[config.mk]
export PLATFORM = sky130hd
export DESIGN_NAME = vpm_pipe_ctrl
export DESIGN_NICKNAME = d
export VERILOG_FILES = /design/src/rtl/vpm_pipe_ctrl.sv
export SDC_FILE = /design/constraint.sdc
export NUM_CORES = 1
export LEC_CHECK = 0
export BUFFER_PORTS_ARGS = -buffer_cell sky130_fd_sc_hd__buf_4
export CAP_MARGIN = 10
export CORE_MARGIN = 2
export CORE_UTILIZATION = 55
export CTS_BUF_LIST = sky130_fd_sc_hd__clkbuf_4
export DETAILED_ROUTE_END_ITERATION = 10
export GPL_TIMING_DRIVEN = 0
export HOLD_SLACK_MARGIN = 0.02
export PLACE_DENSITY = 0.85
export SKIP_LAST_GASP = 1
export SYNTH_ARGS = -nofsm -noshare
export SYNTH_HDL_FRONTEND = slang
export SYNTH_SLANG_ARGS = --single-unit
export TNS_END_PERCENT = 5
[constraint.sdc]
create_clock -name clk -period 4.5 [get_ports clk]
set_input_delay 0.45 -clock clk [delete_from_list [all_inputs] [get_ports clk]]
set_output_delay 0.45 -clock clk [all_outputs]
set_load 0.02 [all_outputs]
[src/rtl/vpm_pipe_ctrl.sv]
// Stall/flush sequencer for a linear valid pipeline: derives per-stage load enables
// and bubble-insert flushes from hold requests, one multi-cycle slot and a flush request.
module vpm_pipe_ctrl #(
  parameter int STAGES       = 5,
  parameter int MC_STAGE     = 2,
  parameter int CNT_W        = 4,
  parameter int FLUSH_CYCLES = 1
) (
  input  logic                        clk,
  input  logic                        rst_n,
  input  logic [STAGES-1:0]           stage_valid,
  input  logic [STAGES-1:0]           hold_req,
  input  logic                        mc_start,
  input  logic [CNT_W-1:0]            mc_len,
  input  logic                        flush_req,
  input  logic [$clog2(STAGES)-1:0]   flush_from,
  output logic [STAGES-1:0]           stage_en,
  output logic [STAGES-1:0]           flush_n,
  output logic                        mc_busy,
  output logic                        mc_overlap,
  output logic [15:0]                 stall_cnt
);

  localparam int FH_W = (FLUSH_CYCLES > 1) ? $clog2(FLUSH_CYCLES + 1) : 1;
  localparam logic [FH_W-1:0] FH_LOAD = FH_W'(FLUSH_CYCLES);

  typedef enum logic [1:0] {ST_RUN = 2'd0, ST_MC = 2'd1, ST_FHOLD = 2'd2} state_e;

  state_e              state_r, state_nxt_s;
  logic [CNT_W-1:0]    mc_cnt_r, mc_cnt_nxt_s;
  logic [FH_W-1:0]     fh_cnt_r, fh_cnt_nxt_s;
  logic [15:0]         stall_cnt_r;
  int                  ff_idx_s;
  logic                mc_kill_s, mc_accept_s, mc_stall_s, mc_overlap_s, blocked_s;
  logic [STAGES-1:0]   active_s, en_s, fl_s;

  // Multi-cycle slot bookkeeping and clamped flush boundary
  always_comb begin
    ff_idx_s     = (int'(flush_from) > STAGES - 1) ? STAGES - 1 : int'(flush_from);
    mc_kill_s    = flush_req & (ff_idx_s >= MC_STAGE);
    mc_overlap_s = mc_start & (state_r == ST_MC);
    mc_accept_s  = mc_start & (mc_len != '0) & (state_r != ST_MC)
                   & (mc_cnt_r == '0) & ~mc_kill_s;
    mc_stall_s   = mc_accept_s | (mc_cnt_r != '0);
  end

  // Enables and bubbles: everything at or below the highest stalled stage freezes
  always_comb begin
    active_s  = stage_valid & hold_req;
    en_s      = '0;
    fl_s      = '1;
    blocked_s = 1'b0;
    for (int k = STAGES - 1; k >= 0; k--) begin
      if (k == MC_STAGE) begin
        active_s[k] = active_s[k] | mc_stall_s;
      end else begin
        active_s[k] = active_s[k];
      end
      blocked_s = blocked_s | active_s[k];
      en_s[k]   = ~blocked_s;
    end
    // The first enabled stage above a frozen one would otherwise duplicate its entry
    for (int k = 1; k < STAGES; k++) begin
      fl_s[k] = ~(en_s[k] & ~en_s[k-1]);
    end
    if (flush_req) begin
      en_s = '1;
      for (int k = 0; k < STAGES; k++) begin
        fl_s[k] = (k > ff_idx_s);
      end
    end else if (state_r == ST_FHOLD) begin
      en_s[0] = 1'b0;
      fl_s[0] = 1'b0;
    end else begin
      fl_s[0] = 1'b1;
    end
  end

  // Next-state logic: flush dominates, MC counter keeps running through FHOLD
  always_comb begin
    if (mc_kill_s) begin
      mc_cnt_nxt_s = '0;
    end else if (mc_accept_s) begin
      mc_cnt_nxt_s = mc_len - CNT_W'(1);
    end else if (mc_cnt_r != '0) begin
      mc_cnt_nxt_s = mc_cnt_r - CNT_W'(1);
    end else begin
      mc_cnt_nxt_s = mc_cnt_r;
    end

    state_nxt_s  = ST_RUN;
    fh_cnt_nxt_s = '0;
    case (state_r)
      ST_RUN, ST_MC, ST_FHOLD: begin
        if (flush_req && (FLUSH_CYCLES > 0)) begin
          state_nxt_s  = ST_FHOLD;
          fh_cnt_nxt_s = FH_LOAD;
        end else if ((state_r == ST_FHOLD) && (fh_cnt_r > FH_W'(1))) begin
          state_nxt_s  = ST_FHOLD;
          fh_cnt_nxt_s = fh_cnt_r - FH_W'(1);
        end else begin
          state_nxt_s  = (mc_cnt_nxt_s != '0) ? ST_MC : ST_RUN;
          fh_cnt_nxt_s = '0;
        end
      end
      default: begin
        state_nxt_s  = ST_RUN;
        fh_cnt_nxt_s = '0;
      end
    endcase
  end

  // State and counter registers
  always_ff @(posedge clk or negedge rst_n) begin
    if (!rst_n) begin
      state_r  <= ST_RUN;
      mc_cnt_r <= '0;
      fh_cnt_r <= '0;
    end else begin
      state_r  <= state_nxt_s;
      mc_cnt_r <= mc_cnt_nxt_s;
      fh_cnt_r <= fh_cnt_nxt_s;
    end
  end

  // Saturating count of cycles the output stage did not load
  always_ff @(posedge clk or negedge rst_n) begin
    if (!rst_n) begin
      stall_cnt_r <= 16'h0000;
    end else if (!en_s[STAGES-1] && (stall_cnt_r != 16'hFFFF)) begin
      stall_cnt_r <= stall_cnt_r + 16'h0001;
    end else begin
      stall_cnt_r <= stall_cnt_r;
    end
  end

  // Zero-latency outputs, forced quiet while reset is asserted
  assign stage_en   = rst_n ? en_s : '0;
  assign flush_n    = rst_n ? fl_s : '0;
  assign mc_busy    = rst_n & (state_r == ST_MC);
  assign mc_overlap = rst_n & mc_overlap_s;
  assign stall_cnt  = stall_cnt_r;

endmodule
==> flow_summary.toml, run 1 <==
[synth]
yosysTopAreaCellShare_pct = 38.83
ys_seq_elements = 22
netlist_area_um2 = 1418
syn_area_per_cell_um2 = 9.388
synth_top_cell_by_area = "dfrtp_1"
synth_cells = 151
synth_area_leaders = "dfrtp_1 (39%), xnor2_1 (4.9%), xor2_1 (4.9%)"
synthFlopType = "dfrtp_1"
synth-seq-area-share_pct = 38.83
yosys_warnings = 0
syn_nets = 177
ys_types = 43
synth_edf_count = 0
synthArstFlopShare_pct = 100.0

[place]
placed_area_um2 = 1815
hpwl_um = 2588
port_buffers = 48
place_congestion = 0.7923

[detailed_routing]
drc = 0
first_iter_violations = 20
wl_um = 3284
avgRoutedWirePerCell_um = 14.03
vias_per_cell = 5.765
vias = 1349
dr.pass1.iters = 4
ant_nets = 0

[worst_setup_path]
critPathKind = "reg2out"
rr_startpoint = "mc_cnt_r[0]"
end_kind = "output port"
worstSetupStartpoint = "mc_cnt_r[0]"
arrival_ns = 2.40
path_max_fanout = 8
r2r_end = "state_r[0]"
reg2reg_slack_ns = 2.60
reg2regPathDepth = 7
crit_path_start_kind = "flip-flop"
required_ns = 4.05
cp-endpoint = "flush_n[1]"

[finish]
fin_area_um2 = 1852
fin_nets = 231
multi_input_area_um2 = 823.3
regArea_um2 = 550.5
fill_cells = 185
drive_gt1_share_pct = 29.90
diodes = 0
syn_to_final_growth_pct = 30.63

[run_status]
status = "completed"

[clock_network]
clock_path_buffers = 2
postCtsSetupBuffers = 0
clock_sinks = 22
path_clk_slew_ns = 0.12
htree_levels = 1
root_buffer = "clkbuf_4"
cts_tree = "yes"
cts_buffers = 3
clock_latency_ns = 0.32

[sta]
finalSetupViolations = 0
fmax_ghz = 0.3510
tns_ns = 0
skew_ns = 0.003407
holdWs_ns = 0.4636
rsz0062_at_grt = "false"
slew_headroom_pct = 73.07
period_needed_ns = 2.849
tightest_slew_ns = 0.4024
hold_viol_final = 0
period_share_pct = 63.31
slew_violations = 0

[global_route]
grt_pass1_wl_um = 5050
grt_max_degree = 26
track_usage_pct = 23.51
overflow = 0
antenna_found_initial = 0
grt_pass1_vias = 1208

[die]
rows = 18
core_area_um2 = 2455
die_height_um = 54.77
fp.dieArea_um2 = 3000
io_pins = 49
initial_core_util_pct = 57.75
die_w_um = 54.77

[pwr]
p_leak_nw = 0.8967
peakVddDrop_mv = 0.3374
total_power_w = 0.0007078
power_density_nw_per_um2 = 382.3

[job]
maxCapViolCount = 0

[worst_hold_path]
worstHoldPathType = "in2reg"
how the worst min path moves through the flow:
stage / start / endpoint / slack (ns) / cells past startpoint
2_1_floorplan: rst_n / mc_cnt_r[0] / 0.15 / 0
3_3_place_gp: rst_n / stall_cnt[15] / 0.35 / 1
3_5_place_dp: rst_n / stall_cnt[13] / 0.36 / 1
4_1_cts: mc_start / mc_cnt_r[2] / 0.47 / 3
5_1_grt: mc_start / mc_cnt_r[2] / 0.46 / 3
6_report: mc_start / mc_cnt_r[2] / 0.46 / 3
cell type report:
class	count	area share, %
inverter	8	1.622
multi-input combinational	118	44.46
buffer	3	0.7432
clock inverter	1	0.2027
clock buffer	3	1.216
tap	30	2.027
timing repair buffer	49	20.00
sequential	22	29.73
worst max-delay path, cell delays in order (launching register included):
cell and delay [ns]:
dfrtp_1 0.44, inv_1 0.10, ha_1 0.18, nor3b_4 0.35, a21boi_2 0.26, o2111ai_1 0.21
o311a_1 0.38, buf_4 0.16
power by group:
part           internal [W]  switching [W]
Sequential         0.000239      0.0000524
Clock             0.0000325      0.0000618
Combinational      0.000151       0.000170
registers in the layout, indices dropped and copies added, names as in the netlist:
| name | count |
|---|---|
| stall_cnt | 16 |
| mc_cnt_r | 4 |
| state_r | 2 |
cell usage after synthesis (3+ instances only):
library cell and instances:
dfrtp_1 22, nand2_1 14, nor2_1 9, inv_1 8, nand3_1 8, xnor2_1 8
xor2_1 8, nand4_1 6, a31oi_1 5, ha_1 5, nor3_1 5, and3_1 3
nor2b_1 3, nor3b_1 3, o21a_1 3, o21ai_0 3, o31ai_1 3
cell usage in the layout (no fill, tap or decap), types with 3 or more instances in the layout:
cell type	synthesis	final
nor3_1	5	5
dfrtp_1	22	22
a31oi_1	5	5
nor2_1	9	9
o21ai_0	3	3
xor2_1	8	8
nand4_1	6	6
clkbuf_4	0	3
nor3b_1	3	3
xnor2_1	8	8
o31ai_1	3	3
o21a_1	3	3
ha_1	5	5
buf_4	0	48
nand2_1	14	14
nand3_1	8	8
inv_1	8	8
nor2b_1	3	3
and3_1	3	3
what timing repair did:
action / 4_1_cts / 5_1_grt
hold endpoints to repair: 22 / 0
hold buffers: 1 / 0
resized for setup: 0 / 0
metal layers:
metal  GRT usage, %  routed length (um)  share of wire (%)
met1          27.15                1409                 43
met2          41.67                1660                 51
met3          5.464                 170                5.2
met4          8.750                  44                1.3
met5              0                   0                  0
cells by family (layout without fill, tap and decap cells):
group | count (synthesis) | count (layout) | synth area share (%)
AND/OR/NAND/NOR | 63 | 63 | 24.98
AO/OA/AOI/OAI | 32 | 32 | 17.21
flip-flops | 22 | 22 | 38.84
XOR/XNOR | 16 | 16 | 9.886
buffers and inverters | 11 | 64 | 3.089
adder cells (fa/ha/maj) | 5 | 5 | 4.413
multiplexers | 2 | 2 | 1.589
stage by stage:
stage                     setup slack [ns]  instances  util [%]
after CTS                            1.672        234     75.43
after global placement               2.015        229     73.96
after detailed placement             1.952        229     73.96
after global routing                 1.541        234     75.43
after floorplan                      2.181        151         -
final                                1.651        234     75.43
No activity file was read; power rests on OpenSTA's default activity.
==> run 2, diff against run 1 <==
--- a/config.mk
+++ b/config.mk
@@ -8,12 +8,12 @@
 export BUFFER_PORTS_ARGS = -buffer_cell sky130_fd_sc_hd__buf_4
 export CAP_MARGIN = 10
 export CORE_MARGIN = 2
-export CORE_UTILIZATION = 55
+export CORE_UTILIZATION = 51
 export CTS_BUF_LIST = sky130_fd_sc_hd__clkbuf_4
 export DETAILED_ROUTE_END_ITERATION = 10
 export GPL_TIMING_DRIVEN = 0
 export HOLD_SLACK_MARGIN = 0.02
-export PLACE_DENSITY = 0.85
+export PLACE_DENSITY = 0.79
 export SKIP_LAST_GASP = 1
 export SYNTH_ARGS = -nofsm -noshare
 export SYNTH_HDL_FRONTEND = slang
==> constraint.sdc (replaced) <==
create_clock -name clk -period 2.7 [get_ports clk]
set_input_delay 0.27 -clock clk [delete_from_list [all_inputs] [get_ports clk]]
set_output_delay 0.27 -clock clk [all_outputs]
set_load 0.02 [all_outputs]
==> flow_summary.toml, run 2 (synthesized netlist as in run 1, its figures left out) <==
[run_status]
status = "completed"

[detailed_routing]
wl_um = 3143
vias = 1344
dr.pass1.iters = 4
vias_per_cell = 5.719
drc = 0
first_iter_violations = 32
ant_nets = 0
avgRoutedWirePerCell_um = 13.37

[worst_hold_path]
worstHoldPathType = "in2reg"
min_from = "mc_start"

[worst_setup_path]
crit_chain = "inv_1, ha_1, nor3b_4, a21boi_2, o2111ai_1, o311a_1, buf_4"
rr_startpoint = "mc_cnt_r[0]"
reg2reg_slack_ns = 0.81
cp-endpoint = "flush_n[1]"
required_ns = 2.43
slowest_stage = "dfrtp_1"
critPathKind = "reg2out"
arrival_ns = 2.19
crit_path_start_kind = "flip-flop"
r2r_end = "state_r[0]"
reg2regPathDepth = 8
path_max_fanout = 5
crit_path_max_incr_delay_ns = 0.43
critPathTopFamily = "compound AO/OA/AOI/OAI gates"
worst-path-buf-inv = 2
end_kind = "output port"
cp_num_cells = 7
worstSetupStartpoint = "mc_cnt_r[0]"

[global_route]
overflow = 0
grt_max_degree = 26
grt_pass1_vias = 1299
antenna_found_initial = 0
track_usage_pct = 21.82
grt_pass1_wl_um = 5595

[sta]
period_needed_ns = 2.457
fin_ws_ns = 0.2427
hold_viol_final = 0
skew_ns = 0.01501
rsz0062_at_grt = "false"
tns_ns = 0
tightest_slew_ns = 0.3914
slew_headroom_pct = 73.81
fmax_ghz = 0.4069
finalSetupViolations = 0
slew_violations = 0
period_share_pct = 91.01

[job]
maxCapViolCount = 0

[die]
rows = 19
io_pins = 49
core_area_um2 = 2686
die_height_um = 56.72
initial_core_util_pct = 52.77
die_w_um = 56.72
fp.dieArea_um2 = 3217

[clock_network]
post_cts_resized = 0
path_clk_slew_ns = 0.10
htree_levels = 1
clock_sinks = 22
cts_buffers = 3
clock_path_buffers = 2
clock_latency_ns = 0.30
root_buffer = "clkbuf_4"
cts_tree = "yes"

[finish]
final_cell_mix = "buf_4 (49), dfrtp_1 (22), nand2_1 (14)"
final_common_cell = "buf_4"
syn_to_final_growth_pct = 30.98
fin_area_um2 = 1857
fin_nets = 232
fill_cells = 205
drive_gt1_share_pct = 30.39
largest_register_ffs = 16
diodes = 0

[pwr]
p_leak_nw = 0.9002
peakVddDrop_mv = 0.4763
power_density_nw_per_um2 = 634.3
total_power_w = 0.001178

[place]
hpwl_um = 2491
placed_area_um2 = 1817
place_congestion = 0.8162
port_buffers = 48
place_ws_ns = 0.4131
[run 2: layer usage]
metal / share of wire, % / track usage (%) / vias up
met5: 0 / 0 / -
met4: 1.7 / 7.823 / 0
met3: 4.7 / 3.226 / 7
met2: 50 / 39.37 / 47
met1: 44 / 25.99 / 625
li1: - / - / 665
[run 2: through the flow]
step,cells,hold WS (ns),utilization [%]
CTS,234,0.2993,68.84
global route,235,0.3001,69.12
floorplan,151,-0.02559,-
detailed placement,230,0.1806,67.63
global placement,230,0.1751,67.63
finish,235,0.3003,69.12
[run 2: worst min path at each step]
| stage | end | slack (ns) | depth (start not counted) |
|---|---|---|---|
| final | mc_cnt_r[2] | 0.30 | 3 |
| after global routing | mc_cnt_r[2] | 0.30 | 3 |
| after CTS | mc_cnt_r[2] | 0.30 | 3 |
| after detailed placement | stall_cnt[14] | 0.18 | 1 |
| after global placement | stall_cnt[15] | 0.18 | 1 |
| after floorplan | mc_cnt_r[0] | -0.03 | 0 |
[run 2: report_power, final]
group	switching, W	leakage [nW]	internal, W	total, W
combinational	0.000287	0.595	0.000263	0.000550
sequential	0.0000864	0.292	0.000399	0.000485
clock	0.0000908	0.0138	0.0000520	0.000143
[run 2: cell type report]
cell class              instances  area [um^2]  share of cell area, %
inverters                       8        30.03                  1.617
repair buffers                 50        377.9                  20.35
multi-input cells             118        823.3                  44.34
flip-flops and latches         22        550.5                  29.65
plain buffers                   3        13.76                 0.7412
clock buffers                   3        22.52                  1.213
well taps                      31        38.79                  2.089
[run 2: timing repair]
item,in CTS,in global routing
buffers inserted,0,1
hold buffers,1,0
hold endpoints to repair,22,0
endpoints found under the setup margin,0,2
[run 2: tightest hold or removal path, cell delays in order]
cell      delay (ns)
buf_4           0.14
nand4_1         0.07
a211oi_1        0.08
==> run 3, diff against run 2 <==
--- a/config.mk
+++ b/config.mk
@@ -14,6 +14,7 @@
 export GPL_TIMING_DRIVEN = 0
 export HOLD_SLACK_MARGIN = 0.02
 export PLACE_DENSITY = 0.79
+export RECOVER_POWER = 50
 export SKIP_LAST_GASP = 1
 export SYNTH_ARGS = -nofsm -noshare
 export SYNTH_HDL_FRONTEND = slang
==> flow_summary.toml, run 3 (synthesized netlist as in run 1, its figures left out) <==
[run_status]
status = "completed"

[place]
hpwl_um = 2491
placed_area_um2 = 1817
port_buffers = 48
place_congestion = 0.8162
place_ws_ns = 0.4131

[die]
rows = 19
initial_core_util_pct = 52.77
fp.dieArea_um2 = 3217
io_pins = 49
die_height_um = 56.72
core_area_um2 = 2686
die_w_um = 56.72

[finish]
fin_area_um2 = 1808
fin_nets = 232
final_cell_mix = "buf_4 (36), dfrtp_1 (22), nand2_1 (14), clkbuf_1 (14), nor2_1 (9)"
final_common_cell = "buf_4"
drive_gt1_share_pct = 24.02
diodes = 0
syn_to_final_growth_pct = 27.54
largest_register_ffs = 16
fin_util_pct = 67.30

[clock_network]
clock_path_buffers = 2
post_cts_resized = 0
clock_sinks = 22
htree_levels = 1
cts_tree = "yes"
cts_buffers = 3
clock_latency_ns = 0.30
path_clk_slew_ns = 0.10
root_buffer = "clkbuf_4"

[detailed_routing]
avgRoutedWirePerCell_um = 13.44
first_iter_violations = 24
vias_per_cell = 5.723
vias = 1345
ant_nets = 0
dr.pass1.iters = 4
wl_um = 3158
drc = 0

[sta]
slew_headroom_pct = 73.65
tns_ns = 0
fin_ws_ns = 0.2427
period_share_pct = 91.01
finalSetupViolations = 0
tightest_slew_ns = 0.3938
rsz0062_at_grt = "false"
period_needed_ns = 2.457
slew_violations = 0
fmax_ghz = 0.4069
holdWs_ns = 0.3007
hold_viol_final = 0
skew_ns = 0.01594

[worst_setup_path]
critPathTopFamily = "compound AO/OA/AOI/OAI gates"
crit_path_start_kind = "flip-flop"
end_kind = "output port"
crit_chain = "inv_1, ha_1, nor3b_4, a21boi_2, o2111ai_1, o311a_1, buf_4"
required_ns = 2.43
path_max_fanout = 5
crit_path_max_incr_delay_ns = 0.43
arrival_ns = 2.19
worst-path-buf-inv = 2
critPathKind = "reg2out"
slowest_stage = "dfrtp_1"

[job]
maxCapViolCount = 0

[global_route]
antenna_found_initial = 0
grt_pass1_wl_um = 5595
overflow = 0
grt_pass1_vias = 1299
track_usage_pct = 21.82
grt_max_degree = 26

[pwr]
peakVddDrop_mv = 0.4486
power_density_nw_per_um2 = 636.3
p_leak_nw = 0.8468

[worst_hold_path]
worstHoldPathType = "in2reg"
run 3: cell types whose count changed in the layout (fill, tap and decap cells not counted):
cell	delta
buf_4	-13
clkbuf_1	+13
run 3: area by class of cell:
| cell class | count | area, um^2 |
|---|---|---|
| Fill cell | 220 | 878.3 |
| Sequential cell | 22 | 550.5 |
| Buffer | 3 | 13.76 |
| Inverter | 8 | 30.03 |
| Multi-Input combinational cell | 118 | 823.3 |
| Tap cell | 31 | 38.79 |
| Timing Repair Buffer | 50 | 329.1 |
| Clock buffer | 3 | 22.52 |
run 3: worst paths after layout:
path / startpoint / endpoint / slack (ns) / cells after the start
worst max register to register: mc_cnt_r[0] / state_r[0] / 0.81 / 8
worst min register to register: stall_cnt[4] / stall_cnt[4] / 0.52 / 1
worst max-delay path: mc_cnt_r[0] / flush_n[1] / 0.24 / 7
worst min-delay path: mc_start / mc_cnt_r[2] / 0.30 / 3
max in group asynchronous: rst_n / stall_cnt[12] / 2.07 / 2
min in group asynchronous: rst_n / stall_cnt[10] / 0.38 / 2
run 3: worst register-to-register path: stages, from the launching register on:
cell      delay, ns
dfrtp_1        0.42
inv_1          0.08
ha_1           0.22
nor3b_4        0.16
buf_4          0.16
or3_1          0.31
o31ai_1        0.09
nor3_1         0.12
a221oi_2       0.24
run 3: per-layer routing:
| layer | up-vias | GRT usage, % | wire [um] |
|---|---|---|---|
| met5 | - | 0 | 0 |
| met1 | 628 | 25.99 | 1376 |
| met3 | 7 | 3.226 | 176 |
| li1 | 663 | - | - |
| met2 | 47 | 39.37 | 1552 |
| met4 | 0 | 7.823 | 53 |
run 3: through the flow:
step	total power, W	std cells
2_1_floorplan	0.0008355	151
3_3_place_gp	0.001007	230
3_5_place_dp	0.001027	230
4_1_cts	0.001170	234
5_1_grt	0.001243	235
6_report	0.001150	235
run 3: timing repair:
action / in CTS / in global routing
setup endpoints to repair: 0 / 2
hold buffers: 1 / 0
setup buffers: 0 / 1
endpoints found under the hold margin: 22 / 0
run 3: power breakdown:
group	leakage, nW	switching, W	internal, W	total (W)
logic	0.541	0.000288	0.000235	0.000523
clock network	0.0138	0.0000910	0.0000520	0.000143
registers	0.292	0.0000857	0.000399	0.000484
